==> src/rtl/corelet_pkg.sv <==
// ============================================================================
//  Module   : corelet_pkg
//  Purpose  : Shared state encoding, instruction bit map and helpers for the
//             corelet sequencer.
//  Revision : 1.0  initial release
// ============================================================================
`default_nettype none

package corelet_pkg;

  localparam int INST_W        = 34;
  localparam int INST_KLOAD    = 0;
  localparam int INST_EXEC     = 1;
  localparam int INST_L0_WR    = 2;
  localparam int INST_L0_RD    = 3;
  localparam int INST_OFIFO_RD = 6;

  typedef enum logic [2:0] {
    ST_IDLE  = 3'd0,
    ST_WFILL = 3'd1,
    ST_KLOAD = 3'd2,
    ST_AFILL = 3'd3,
    ST_EXEC  = 3'd4,
    ST_DRAIN = 3'd5,
    ST_DONE  = 3'd6
  } state_e;

  // Saturating increment used by the optional performance counters.
  function automatic logic [31:0] sat_inc(input logic [31:0] v);
    return (v == 32'hFFFF_FFFF) ? v : v + 32'd1;
  endfunction

endpackage

`default_nettype wire

==> src/rtl/corelet_seq_fill_ctrl.sv <==
// ============================================================================
//  Module   : fill_ctrl
//  Purpose  : Issues SRAM reads into L0 and tracks their one-cycle write
//             pipeline; shared by the weight and activation fill phases.
//  Macro    : CORELET_SEQ_PERF_EN adds the blocked_o status output.
//  Revision : 1.0  initial release
// ============================================================================
`default_nettype none

module fill_ctrl
  import corelet_pkg::*;
#(
  parameter int addr_bw = 11,
  parameter int CNT_W   = 8
) (
  input  logic               clk,
  input  logic               reset,
  input  logic               load_i,
  input  logic [addr_bw-1:0] base_i,
  input  logic [CNT_W-1:0]   count_i,
  input  logic               l0_full_i,
  output logic               xmem_cen_o,
  output logic [addr_bw-1:0] xmem_addr_o,
  output logic               l0_wr_o,
  output logic               done_o
`ifdef CORELET_SEQ_PERF_EN
  ,
  output logic               blocked_o
`endif
);

  logic [addr_bw-1:0] next_addr_q, next_addr_d;
  logic [addr_bw-1:0] addr_q, addr_d;
  logic [CNT_W-1:0]   remain_q, remain_d;
  logic [CNT_W-1:0]   retired_q, retired_d;
  logic [CNT_W-1:0]   total_q, total_d;
  logic               cen_q, cen_d;
  logic               w_issue;
  logic [CNT_W-1:0]   w_retiring;

  // l0_full carries one spare slot, which absorbs the read already in flight.
  assign w_issue    = (remain_q != '0) && !l0_full_i;
  assign w_retiring = CNT_W'(!cen_q);

  always_comb begin
    next_addr_d = next_addr_q;
    addr_d      = addr_q;
    remain_d    = remain_q;
    retired_d   = retired_q;
    total_d     = total_q;
    cen_d       = !w_issue;
    if (w_issue) begin
      addr_d      = next_addr_q;
      next_addr_d = next_addr_q + addr_bw'(1);
      remain_d    = remain_q - CNT_W'(1);
    end
    if (!cen_q) begin
      retired_d = retired_q + CNT_W'(1);
    end
    if (load_i) begin
      next_addr_d = base_i;
      remain_d    = count_i;
      total_d     = count_i;
      retired_d   = '0;
    end
  end

  always_ff @(posedge clk or posedge reset) begin
    if (reset) begin
      next_addr_q <= '0;
      addr_q      <= '0;
      remain_q    <= '0;
      retired_q   <= '0;
      total_q     <= '0;
      cen_q       <= 1'b1;
    end else begin
      next_addr_q <= next_addr_d;
      addr_q      <= addr_d;
      remain_q    <= remain_d;
      retired_q   <= retired_d;
      total_q     <= total_d;
      cen_q       <= cen_d;
    end
  end

  assign xmem_cen_o  = cen_q;
  assign xmem_addr_o = addr_q;
  assign l0_wr_o     = !cen_q;
  assign done_o      = (remain_q == '0) && ((retired_q + w_retiring) == total_q);

`ifdef CORELET_SEQ_PERF_EN
  assign blocked_o = (remain_q != '0) && l0_full_i;
`endif

endmodule

`default_nettype wire

==> src/rtl/corelet_seq.sv <==
// ============================================================================
//  Module   : corelet_seq
//  Purpose  : Layer-pass sequencer: weight fill, kernel load, activation fill,
//             execute and OFIFO drain for one corelet.
//  Macro    : CORELET_SEQ_PERF_EN adds perf_cycles / perf_stalls outputs.
//  Revision : 1.0  initial release
// ============================================================================
`default_nettype none

module corelet_seq
  import corelet_pkg::*;
#(
  parameter int row     = 8,
  parameter int col     = 8,
  parameter int addr_bw = 11
) (
  input  logic               clk,
  input  logic               reset,
  input  logic               start,
  input  logic [7:0]         num_act,
  input  logic [addr_bw-1:0] w_base,
  input  logic [addr_bw-1:0] a_base,
  input  logic               l0_full,
  input  logic               ofifo_valid,
  input  logic               ofifo_full,
  output logic [INST_W-1:0]  inst_q,
  output logic               xmem_cen,
  output logic [addr_bw-1:0] xmem_addr,
  output logic               busy,
  output logic               done
`ifdef CORELET_SEQ_PERF_EN
  ,
  output logic [31:0]        perf_cycles,
  output logic [31:0]        perf_stalls
`endif
);

  localparam logic [7:0] COL8 = 8'(col);

  if (col < 1 || col > 255 || row < 1) begin : g_bad_cfg
    $error("corelet_seq: col must be 1..255 and row must be >= 1");
  end

  state_e              state_q, state_d;
  logic [7:0]          cnt_q, cnt_d;
  logic [7:0]          na_q, na_d;
  logic [addr_bw-1:0]  a_base_q, a_base_d;
  logic [INST_W-1:0]   inst_d;

  logic                fill_load;
  logic [addr_bw-1:0]  fill_base;
  logic [7:0]          fill_count;
  logic                fill_wr;
  logic                fill_done;
  logic                w_accept;

`ifdef CORELET_SEQ_PERF_EN
  logic                fill_blocked;
`endif

  fill_ctrl #(
    .addr_bw (addr_bw),
    .CNT_W   (8)
  ) u_fill (
    .clk         (clk),
    .reset       (reset),
    .load_i      (fill_load),
    .base_i      (fill_base),
    .count_i     (fill_count),
    .l0_full_i   (l0_full),
    .xmem_cen_o  (xmem_cen),
    .xmem_addr_o (xmem_addr),
    .l0_wr_o     (fill_wr),
    .done_o      (fill_done)
`ifdef CORELET_SEQ_PERF_EN
    ,
    .blocked_o   (fill_blocked)
`endif
  );

  assign w_accept = (state_q == ST_IDLE) && start && (num_act != 8'd0);

  always_comb begin
    state_d    = state_q;
    cnt_d      = cnt_q;
    na_d       = na_q;
    a_base_d   = a_base_q;
    inst_d     = '0;
    fill_load  = 1'b0;
    fill_base  = w_base;
    fill_count = COL8;
    // A read in flight this cycle becomes an L0 write on the next cycle.
    inst_d[INST_L0_WR] = fill_wr;
    case (state_q)
      ST_IDLE: begin
        if (w_accept) begin
          state_d   = ST_WFILL;
          na_d      = num_act;
          a_base_d  = a_base;
          fill_load = 1'b1;
        end
      end
      ST_WFILL: begin
        if (fill_done) begin
          state_d = ST_KLOAD;
          cnt_d   = 8'd0;
        end
      end
      ST_KLOAD: begin
        inst_d[INST_KLOAD] = 1'b1;
        inst_d[INST_L0_RD] = 1'b1;
        // Loading the activation fill here leaves exactly one empty slot
        // before its first L0 write.
        if (cnt_q == COL8 - 8'd1) begin
          state_d    = ST_AFILL;
          cnt_d      = 8'd0;
          fill_load  = 1'b1;
          fill_base  = a_base_q;
          fill_count = na_q;
        end else begin
          cnt_d = cnt_q + 8'd1;
        end
      end
      ST_AFILL: begin
        if (fill_done) begin
          state_d = ST_EXEC;
          cnt_d   = 8'd0;
        end
      end
      ST_EXEC: begin
        if (!ofifo_full) begin
          inst_d[INST_EXEC]  = 1'b1;
          inst_d[INST_L0_RD] = 1'b1;
          if (cnt_q == na_q - 8'd1) begin
            state_d = ST_DRAIN;
            cnt_d   = 8'd0;
          end else begin
            cnt_d = cnt_q + 8'd1;
          end
        end
      end
      ST_DRAIN: begin
        if (ofifo_valid) begin
          inst_d[INST_OFIFO_RD] = 1'b1;
          if (cnt_q == na_q - 8'd1) begin
            state_d = ST_DONE;
            cnt_d   = 8'd0;
          end else begin
            cnt_d = cnt_q + 8'd1;
          end
        end
      end
      ST_DONE: begin
        state_d = ST_IDLE;
      end
      default: begin
        state_d = ST_IDLE;
      end
    endcase
  end

  always_ff @(posedge clk or posedge reset) begin
    if (reset) begin
      state_q  <= ST_IDLE;
      cnt_q    <= 8'd0;
      na_q     <= 8'd0;
      a_base_q <= '0;
      inst_q   <= '0;
    end else begin
      state_q  <= state_d;
      cnt_q    <= cnt_d;
      na_q     <= na_d;
      a_base_q <= a_base_d;
      inst_q   <= inst_d;
    end
  end

  assign busy = (state_q != ST_IDLE);
  assign done = (state_q == ST_DONE);

`ifdef CORELET_SEQ_PERF_EN
  logic [31:0] perf_cycles_q;
  logic [31:0] perf_stalls_q;
  logic        w_stall;

  assign w_stall = ((state_q == ST_EXEC) && ofifo_full) ||
                   (((state_q == ST_WFILL) || (state_q == ST_AFILL)) && fill_blocked);

  // The start cycle counts as the first cycle of the pass.
  always_ff @(posedge clk or posedge reset) begin
    if (reset) begin
      perf_cycles_q <= 32'd0;
      perf_stalls_q <= 32'd0;
    end else if (w_accept) begin
      perf_cycles_q <= 32'd1;
      perf_stalls_q <= 32'd0;
    end else if (state_q != ST_IDLE) begin
      perf_cycles_q <= sat_inc(perf_cycles_q);
      if (w_stall) begin
        perf_stalls_q <= sat_inc(perf_stalls_q);
      end
    end
  end

  assign perf_cycles = perf_cycles_q;
  assign perf_stalls = perf_stalls_q;
`endif

endmodule

`default_nettype wire
==> config.mk <==
export PLATFORM = sky130hd
export DESIGN_NAME = corelet_seq
export DESIGN_NICKNAME = d
export VERILOG_FILES = /design/src/rtl/corelet_pkg.sv /design/src/rtl/corelet_seq_fill_ctrl.sv /design/src/rtl/corelet_seq.sv
export SDC_FILE = /design/constraint.sdc
export NUM_CORES = 1
export LEC_CHECK = 0
export BUFFER_PORTS_ARGS = -buffer_cell sky130_fd_sc_hd__buf_2
export CORE_MARGIN = 3
export CORE_UTILIZATION = 49
export CTS_BUF_LIST = sky130_fd_sc_hd__clkbuf_4 sky130_fd_sc_hd__clkbuf_8 sky130_fd_sc_hd__clkbuf_16
export DETAILED_ROUTE_END_ITERATION = 7
export PLACE_DENSITY = 0.72
export SLEW_MARGIN = 0
export SYNTH_ARGS = -nofsm -noshare
export SYNTH_HDL_FRONTEND = slang
export SYNTH_SLANG_ARGS = --single-unit
==> constraint.sdc <==
create_clock -name clk -period 5.28 [get_ports clk]
set_clock_uncertainty 0.15 [all_clocks]
set_input_delay 0.264 -clock clk [delete_from_list [all_inputs] [get_ports clk]]
set_output_delay 0.264 -clock clk [all_outputs]
set_load 0.01 [all_outputs]
==> run summary, run 1 <==
I/O Buffers: 54
clock transition at the registers of the reported paths: 0.08 ns
cell at the root of the clock tree: clkbuf_8
Layout area overhead: 13.7%
setup bufs post-CTS: 0
TNS Setup: 0 ns
Worst Hold Class: input pin to register
FP Rows: 34
vias in the first global route: 3523
Hold Fails Final Rpt: 0
RD Place Congestion: 0.914
Die Span Y: 102 microns
synthesized area per cell: 8.69 sq um
DR iter-0 viols: 282
Die X: 102 microns
status: complete, no violations
RSZ-0062 raised after global routing: no
Vias/cell: 5.35
CTS tree: built
vias after detailed routing: 3757
fin crit share: 66.2%
clock buffer depth: 2
minimum clock period: 3.49 ns
VDD IR-drop max: 0.000169 V
Detailed Place HPWL: 7060 microns
Synth top area share: 44.6%
# diodes: 0
Slew Limit Fails: 0
top cells by area, synth: dfrtp_1 45%, nand2_1 12%, buf_4 5.0%
Skew-Pair Late Insertion Delay: 0.35 ns
Synth Flop Type: dfrtp_1
most instantiated cells after synthesis: 140 x nand2_1, 81 x dfrtp_1, 31 x nor2_1
Synth Cell Area: 4540 sq um
fin nets: 633
P_leak: 2.46 nW
Critical Path End Type: register
first-pass GRT wire length: 16900 microns
GRT Total Usage: 20.3%
FMAX: 286 MHz
sequential area share after synthesis: 45.2%
Die Footprint: 10500 sq um
Critical Path Source Type: register
Crit Path Max Fanout: 5
total power: 1.96 mW
clk sinks: 82
htree depth: 3
Post-synth EDFFs: 0
Starting Density: 51.4%
Residual DRC: 0
asr flop ratio synth: 100%
Final WS setup: 1.79 ns
drt first pass iters: 5
dpl ws: 1.78 ns
Top-Level Pins: 84
Worst Tran Pin Value: 1.03 ns
Slew HR: 31.1%
count of final setup violators: 0
most common cell in the netlist: nand2_1
GRT Residual Overflow: 0
P per Cell Area: 379 nW/um^2
initial antenna violation count: 0
Core Util, Final: 58.4%
Required @ worst endpoint: 5.37 ns
synth unique cells: 54
Routed Wire Length: 10100 microns
synth warn: 0
Worst EP arrival: 3.58 ns
Synth area leader: dfrtp_1
routed len/inst: 14.4 microns
Hold Buf Count CTS: 19
layout cell share with drive strength beyond 1: 15.3%
Max Cap Viol: 0
Post-Syn Instances: 523
Synth Register Bits: 82
largest net degree at the start of global routing: 83
crit path kind: register to register
Final ANT Viol Nets: 0
post-CTS sizing: 0
total core area: 8850 sq um
total CTS buffers: 9
critical path, cell delays in order (launching register included):
cell and delay, ns:
dfstp_2 0.58, inv_1 0.10, ha_1 0.24, ha_1 0.25, xor2_1 0.16, o2111ai_1 0.19, o21ai_0 0.13, or4_4 0.54
o21a_1 0.20, or4_4 0.53, mux2_4 0.32
sequential cells by signal (all words and copies together), names as in the netlist:
register,cells
a_base_q,11
cnt_q,8
inst_q,5
na_q,8
state_q,3
u_fill.next_addr_q,11
u_fill.remain_q,8
u_fill.retired_q,8
u_fill.total_q,8
u_fill.xmem_addr_o,11
u_fill.xmem_cen_o,1
power breakdown:
| part | internal [mW] | switching [mW] | total [mW] |
|---|---|---|---|
| clock | 0.283 | 0.226 | 0.510 |
| sequential | 0.765 | 0.179 | 0.943 |
| combinational | 0.241 | 0.267 | 0.508 |
| total | 1.29 | 0.672 | 1.96 |
cell type report:
cell class | instances | area (sq um)
inverters | 18 | 68.8
well taps | 108 | 135
clock inverters | 5 | 77.6
flip-flops and latches | 82 | 2050
clock buffers | 11 | 145
fillers | 786 | 3680
repair buffers | 77 | 490
multi-input cells | 401 | 2200
worst paths after layout:
check | start | endpoint | slack (ns) | depth (start not counted)
worst max-delay path | u_fill.xmem_cen_o | state_q[1] | 1.79 | 10
worst min-delay path | num_act[0] | na_q[0] | 0.02 | 3
worst max register to register | u_fill.xmem_cen_o | state_q[1] | 1.79 | 10
worst min register to register | u_fill.xmem_addr_o[8] | u_fill.xmem_addr_o[8] | 0.33 | 2
max in group asynchronous | reset | u_fill.remain_q[2] | 4.23 | 3
min in group asynchronous | reset | u_fill.xmem_addr_o[5] | 0.07 | 3
kinds of logic after synthesis:
logic type / share of synthesized area, %
compound gates: 11.4
xor+xnor: 7.52
fa+ha+maj: 2.20
buf+inv: 8.78
flops: 45.2
mux: 0.881
other cells: 0.0825
simple gates: 24.0
routing by layer:
metal / wire, microns / global-route usage [%] / vias to the layer above
met5: 0 / 0 / -
met4: 95 / 5.35 / 0
met3: 552 / 3.96 / 12
met2: 4860 / 33.0 / 112
met1: 4620 / 28.0 / 1793
li1: - / - / 1840
layout by cell type (no fill, tap or decap), types with 3 or more instances in the layout:
master,synthesis,layout
nand2_1,140,140
xor2_1,18,18
a21oi_1,20,20
o21ai_0,25,25
nor2b_1,4,4
nor4_1,5,5
ha_1,8,8
o22ai_1,8,8
nor3b_1,3,3
nor2_1,31,31
clkbuf_8,0,10
and3_1,4,4
conb_1,1,29
buf_4,30,4
nand3_1,14,14
a31oi_1,4,4
xnor2_1,21,21
nor3_1,10,10
buf_2,1,54
or2_2,6,6
nand4_1,7,7
inv_1,18,17
nand2b_1,3,3
o211ai_1,8,8
clkinv_2,0,3
dfrtp_1,81,81
dlygate4sd3_1,0,19
metrics by stage:
stage                     std cells  area (sq um)  hold slack, ns
final                           702          5170          0.0192
after global routing            702          5170          0.0148
after CTS                       702          5170         0.00453
after detailed placement        667          4750           0.310
after global placement          667          4750           0.304
after floorplan                 551          4650           0.192
Power figures use the tool's default switching activity.
==> run 2: changes to the inputs <==
--- a/config.mk
+++ b/config.mk
@@ -10,7 +10,7 @@
 export CORE_UTILIZATION = 49
 export CTS_BUF_LIST = sky130_fd_sc_hd__clkbuf_4 sky130_fd_sc_hd__clkbuf_8 sky130_fd_sc_hd__clkbuf_16
 export DETAILED_ROUTE_END_ITERATION = 7
-export PLACE_DENSITY = 0.72
+export PLACE_DENSITY = 0.74
 export SLEW_MARGIN = 0
 export SYNTH_ARGS = -nofsm -noshare
 export SYNTH_HDL_FRONTEND = slang
==> constraint.sdc (replaced) <==
create_clock -name clk -period 2.9 [get_ports clk]
set_clock_uncertainty 0.15 [all_clocks]
set_input_delay 0.145 -clock clk [delete_from_list [all_inputs] [get_ports clk]]
set_output_delay 0.145 -clock clk [all_outputs]
set_load 0.01 [all_outputs]
==> run 2 against run 1 <==
The flow now finishes with violations (setup timing). Design area grew 7.9%. Critical path depth is the same. Wire length grew 9.2%. Count of clock-buffer cells in the layout shrank 1. Utilization grew 4.6 points. Final cell count grew 6.0%. Register-to-register slack lost 2.0 ns. Sequential power grew 81%. Combinational power grew 110%. Total power grew 84%. Setup slack lost 2.0 ns. First-iteration DRC count shrank 1.1%. Largest power group unchanged. Highest routed layer unchanged.
==> run summary, run 2 (synthesized netlist as in run 1, its figures left out) <==
status: finished with violations
violated checks: setup timing
dpl ws: -0.232 ns (-2.01 ns)
Slew HR: 23.9% (-7.3 points)
Worst EP arrival: 3.22 ns (-0.36 ns)
NetSw: 1.28 mW (+91%)
total CTS buffers: 9 (unchanged)
Critical Path End Type: register
Die X: 102 microns (unchanged)
I/O Buffers: 54 (unchanged)
Skew-Pair Late Insertion Delay: 0.35 ns (about the same)
P_leak: 2.67 nW (+8.4%)
clock transition at the registers of the reported paths: 0.08 ns (about the same)
sw frac: 35.4% (+1.2 points)
Detailed Place HPWL: 7470 microns (+5.7%)
internal power: 2.34 mW (+81%)
first-pass GRT wire length: 18000 microns (+6.3%)
most common cell after layout, fill and taps aside: nand2_1
Crit Path Max Fanout: 2 (-3)
Vias/cell: 5.36 (+0.18%)
Residual DRC: 0 (unchanged)
Worst Tran Pin Value: 1.14 ns (+0.108 ns)
grt met1 use: 29.3% (+1.2 points)
Required @ worst endpoint: 2.98 ns (-2.39 ns)
Die Footprint: 10500 sq um (unchanged)
VDD IR-drop max: 0.000430 V (+150%)
htree depth: 3 (unchanged)
total core area: 8850 sq um (unchanged)
CTS tree: built
Routed Wire Length: 11100 microns (+9.2%)
Cell Area, Placed: 4970 sq um (+4.6%)
Hold Fails Final Rpt: 0 (unchanged)
Max Cap Viol: 0 (unchanged)
commonest non-fill, non-tap cells in the layout: 140 x nand2_1, 81 x dfrtp_1, 54 x buf_2
cell at the root of the clock tree: clkbuf_8
Critical Path Source Type: register
Finished Cell Area: 5580 sq um (+7.9%)
FP Rows: 34 (unchanged)
Core Util, Final: 63.0% (+4.6 points)
total power: 3.62 mW (+84%)
placed cell count: 691 (+3.6%)
P per Cell Area: 649 nW/um^2 (+71%)
Sequential Power Share: 47.2% (-0.9 points)
layout cell share with drive strength beyond 1: 20.3% (+5.0 points)
drt first pass iters: 5 (unchanged)
crit path kind: register to register
GRT Residual Overflow: 0 (unchanged)
Layout area overhead: 22.7%
Die Span Y: 102 microns (unchanged)
minimum clock period: 3.14 ns (-0.354 ns)
Slew Limit Fails: 0 (unchanged)
fin crit share: 108% (+42 points)
Starting Density: 51.4% (unchanged)
TNS Setup: -1.05 ns (-1.05 ns)
vias after detailed routing: 3989 (+6.2%)
post-route insts no fill: 744 (+6.0%)
GRT Total Usage: 21.8% (+1.5 points)
count of final setup violators: 10 (+10)
worst hold slack: 0.0761 ns (+0.0570 ns)
RD Place Congestion: 0.891 (-2.6%)
DR iter-0 viols: 279 (-1.1%)
fin nets: 675 (+6.6%)
FMAX: 318 MHz (+11%)
met3 Use GR: 4.16% (+0.20 points)
Final ANT Viol Nets: 0 (unchanged)
GRT Max-Usage Layer: met2
Logic pwr share: 29.9% (+4.0 points)
clock buffer depth: 2 (unchanged)
initial antenna violation count: 0 (unchanged)
Worst Hold Class: input pin to register
largest net degree at the start of global routing: 68 (-18%)
RSZ-0062 raised after global routing: yes
grt met2 use: 35.1% (+2.0 points)
Final WS setup: -0.241 ns (-2.03 ns)
routed len/inst: 14.9 microns (+3.1%)
Top-Level Pins: 84 (unchanged)
clk sinks: 82 (unchanged)
# diodes: 0 (unchanged)
vias in the first global route: 3770 (+7.0%)
Clock power frac: 22.9% (-3.1 points)
-- run 2: final timing paths --
path / start / to / slack [ns] / depth (start not counted)
setup / recovery: u_fill.xmem_cen_o / state_q[1] / -0.24 / 10
hold / removal: l0_full / u_fill.remain_q[6] / 0.08 / 4
setup reg to reg: u_fill.xmem_cen_o / state_q[1] / -0.24 / 10
hold reg to reg: u_fill.xmem_addr_o[2] / u_fill.xmem_addr_o[2] / 0.32 / 2
max in group asynchronous: reset / u_fill.total_q[7] / 1.41 / 4
min in group asynchronous: reset / u_fill.xmem_addr_o[7] / 0.44 / 3
-- run 2: area by class of cell --
class | count | area (sq um)
Clock buffer | 10 | 131
Inverter | 18 | 68.8
Fill cell | 738 | 3270
Sequential cell | 82 | 2050
Tap cell | 108 | 135
Timing Repair Buffer | 119 | 845
Multi-Input combinational cell | 401 | 2280
Clock inverter | 6 | 66.3
-- run 2: what timing repair did --
action,CTS,global route
pin swaps,1,3
hold endpoints to repair,95,0
gates cloned,0,1
buffers inserted,1,2
hold buffers,33,0
setup endpoints to repair,3,10
gates resized for setup,2,10
-- run 2: worst max-delay path, cell delays in order, from the launching register on --
cell	delay, ns
dfstp_2	0.54
inv_2	0.05
ha_4	0.16
ha_4	0.21
xor2_1	0.14
a211oi_2	0.14
o211ai_1	0.11
or4_4	0.50
o21a_1	0.20
or4_4	0.51
mux2_4	0.31
-- run 2: power groups by stage --
stage,Clock [mW],Combinational (mW),Sequential (mW)
after floorplan,0,0.769,1.67
after global placement,0,0.955,1.70
after detailed placement,0,0.996,1.72
after CTS,0.849,1.05,1.70
after global routing,0.915,1.22,1.74
final,0.830,1.08,1.71
-- run 2: routing by layer --
metal | part of all wire, % | routed length, microns | up-vias
met5 | 0 | 0 | -
met4 | 2.5 | 274 | 0
met3 | 5.9 | 654 | 32
met2 | 48 | 5360 | 163
met1 | 43 | 4780 | 1871
li1 | - | - | 1923
==> run 3: changes to the inputs <==
--- a/config.mk
+++ b/config.mk
@@ -11,6 +11,7 @@
 export CTS_BUF_LIST = sky130_fd_sc_hd__clkbuf_4 sky130_fd_sc_hd__clkbuf_8 sky130_fd_sc_hd__clkbuf_16
 export DETAILED_ROUTE_END_ITERATION = 7
 export PLACE_DENSITY = 0.74
+export SETUP_SLACK_MARGIN = 0.5
 export SLEW_MARGIN = 0
 export SYNTH_ARGS = -nofsm -noshare
 export SYNTH_HDL_FRONTEND = slang
==> run 3 against run 2 <==
The flow still finishes with violations (setup timing). Register-to-register slack better by 0.05 ns. Clock power is 9.4% lower. Design area is 1.4% higher. Final cell count is 0.54% higher. Worst hold slack better by 0.015 ns. Non-clock buffer count is 4 higher. Critical path depth stayed put. Setup slack better by 0.047 ns. Critical endpoint is now state_q[0]. Highest routed layer unchanged.
==> run summary, run 3 (synthesized netlist as in run 1, its figures left out) <==
status: finished with violations
violated checks: setup timing
fin crit share: 107% (-1.6 points)
drt first pass iters: 5 (unchanged)
internal power: 2.25 mW (-3.6%)
Top-Level Pins: 84 (unchanged)
Slew Limit Fails: 0 (unchanged)
vias in the first global route: 3892 (+3.2%)
Layout area overhead: 24.4%
fin nets: 679 (+0.59%)
most common cell after layout, fill and taps aside: nand2_1
Required @ worst endpoint: 2.99 ns (about the same)
Vias/cell: 5.39 (+0.46%)
Routed Wire Length: 11100 microns (about the same)
CTS tree: built
P_leak: 2.69 nW (+0.61%)
Logic pwr share: 30.7% (+0.8 points)
RD Place Congestion: 0.856 (-3.9%)
sw frac: 36.3% (+0.93 points)
total core area: 8850 sq um (unchanged)
Worst Tran Pin Value: 0.757 ns (-0.384 ns)
Residual DRC: 0 (unchanged)
htree depth: 3 (unchanged)
P per Cell Area: 626 nW/um^2 (-3.5%)
clock transition at the registers of the reported paths: 0.09 ns (about the same)
dpl ws: -0.275 ns (-0.0438 ns)
Starting Density: 51.4% (unchanged)
Clock power frac: 21.3% (-1.6 points)
VDD IR-drop max: 0.000301 V (-30%)
Worst EP arrival: 3.19 ns (-0.03 ns)
total power: 3.54 mW (-2.2%)
Crit Path Max Fanout: 3 (+1)
# diodes: 0 (unchanged)
FMAX: 323 MHz (+1.5%)
total CTS buffers: 9 (unchanged)
Final WS setup: -0.193 ns (+0.0474 ns)
Skew-Pair Late Insertion Delay: 0.36 ns (about the same)
DR iter-0 viols: 312 (+12%)
r2r endpoint: state_q[0]
Cell Area, Placed: 4970 sq um (unchanged)
NetSw: 1.29 mW (+0.40%)
Critical Path End Type: register
minimum clock period: 3.09 ns (-0.0474 ns)
count of final setup violators: 10 (unchanged)
vias after detailed routing: 4029 (+1.0%)
I/O Buffers: 54 (unchanged)
Die Span Y: 102 microns (unchanged)
commonest non-fill, non-tap cells in the layout: 140 x nand2_1, 79 x dfrtp_1, 55 x buf_2
Die Footprint: 10500 sq um (unchanged)
Critical Path End: state_q[0]
Worst R2R Path Depth: 10 (unchanged)
Worst Hold Class: input pin to register
Slew HR: 49.1% (+25 points)
largest net degree at the start of global routing: 60 (-12%)
RSZ-0062 raised after global routing: yes
clock buffer depth: 2 (unchanged)
first-pass GRT wire length: 18200 microns (+1.3%)
flop2flop setup slack: -0.19 ns (+0.05 ns)
routed len/inst: 14.8 microns (-0.60%)
initial antenna violation count: 0 (unchanged)
GRT Total Usage: 22.0% (+0.18 points)
Max Cap Viol: 0 (unchanged)
Hold Fails Final Rpt: 0 (unchanged)
Detailed Place HPWL: 7300 microns (-2.2%)
cell at the root of the clock tree: clkbuf_8
FP Rows: 34 (unchanged)
crit path kind: register to register
Sequential Power Share: 48.1% (+0.9 points)
Final ANT Viol Nets: 0 (unchanged)
layout cell share with drive strength beyond 1: 22.7% (+2.4 points)
reg2reg start: u_fill.xmem_cen_o
TNS Setup: -0.877 ns (+0.169 ns)
GRT Residual Overflow: 0 (unchanged)
Critical Path Source Type: register
worst setup path startpoint: u_fill.xmem_cen_o
clk sinks: 82 (unchanged)
Finished Cell Area: 5650 sq um (+1.4%)
worst hold slack: 0.0912 ns (+0.0151 ns)
Die X: 102 microns (unchanged)
==> run 3: cell count changes in the layout (fill, tap and decap cells not counted), moves of 2 or more <==
| cell | previous run | this run |
|---|---|---|
| nor3_1 | 10 | 8 |
| nor3_2 | 0 | 2 |
| dfrtp_2 | 0 | 2 |
| dfrtp_1 | 81 | 79 |
| buf_6 | 1 | 4 |
| clkinvlp_4 | 0 | 3 |
| o21ai_2 | 0 | 2 |
| o21ai_1 | 3 | 1 |
==> run 3: power by group through the flow <==
| stage | clock, mW | sequential (mW) | combinational [mW] |
|---|---|---|---|
| after floorplan | 0 | 1.67 | 0.771 |
| after global placement | 0 | 1.70 | 0.951 |
| after detailed placement | 0 | 1.71 | 0.988 |
| after CTS | 0.761 | 1.69 | 1.05 |
| after global routing | 0.811 | 1.74 | 1.23 |
| final | 0.752 | 1.70 | 1.09 |
==> run 3: routing by layer <==
| layer | track usage (%) | wire length (microns) |
|---|---|---|
| met3 | 3.96 | 571 |
| met5 | 0 | 0 |
| met4 | 8.68 | 313 |
| met1 | 29.9 | 4960 |
| met2 | 35.0 | 5220 |
==> run 3: worst max-delay path, cell delays in order (launching register included) <==
cell and delay [ns]:
dfstp_2 0.54, inv_2 0.05, ha_4 0.16, ha_4 0.16
xor2_1 0.13, o2111ai_1 0.20, o21ai_1 0.10, or4_4 0.53
o21a_1 0.22, or4_4 0.44, mux2_4 0.31
==> run 3: layout make-up <==
type,instances,area [sq um]
clock inverter,6,42.5
inverter,18,71.3
clock buffer,10,131
timing repair buffer,123,896
sequential,82,2060
multi-input combinational,401,2320
fill,707,3200
tap,108,135
==> run 3: worst min path at each step <==
stage | startpoint | to | cells past startpoint
floorplan | ofifo_full | inst_q[1] | 1
global placement | reset | u_fill.xmem_addr_o[7] | 2
detailed placement | reset | u_fill.xmem_addr_o[5] | 2
CTS | l0_full | u_fill.remain_q[6] | 4
global route | l0_full | u_fill.remain_q[6] | 4
finish | l0_full | u_fill.xmem_addr_o[3] | 5
==> run 3: metrics by stage <==
step	cells	utilization, %
2_1_floorplan	551	-
3_3_place_gp	689	56.2
3_5_place_dp	689	56.2
4_1_cts	742	63.0
5_1_grt	748	63.9
6_report	748	63.9
==> run 3: timing repair <==
item                                   in CTS  in global routing
endpoints found under the hold margin      54                  0
hold buffers                               33                  0
buffers inserted                            4                  5
gates cloned                                0                  1
setup endpoints to repair                  15                 16
gates resized for setup                    15                 10
pin swaps                                   3                  5
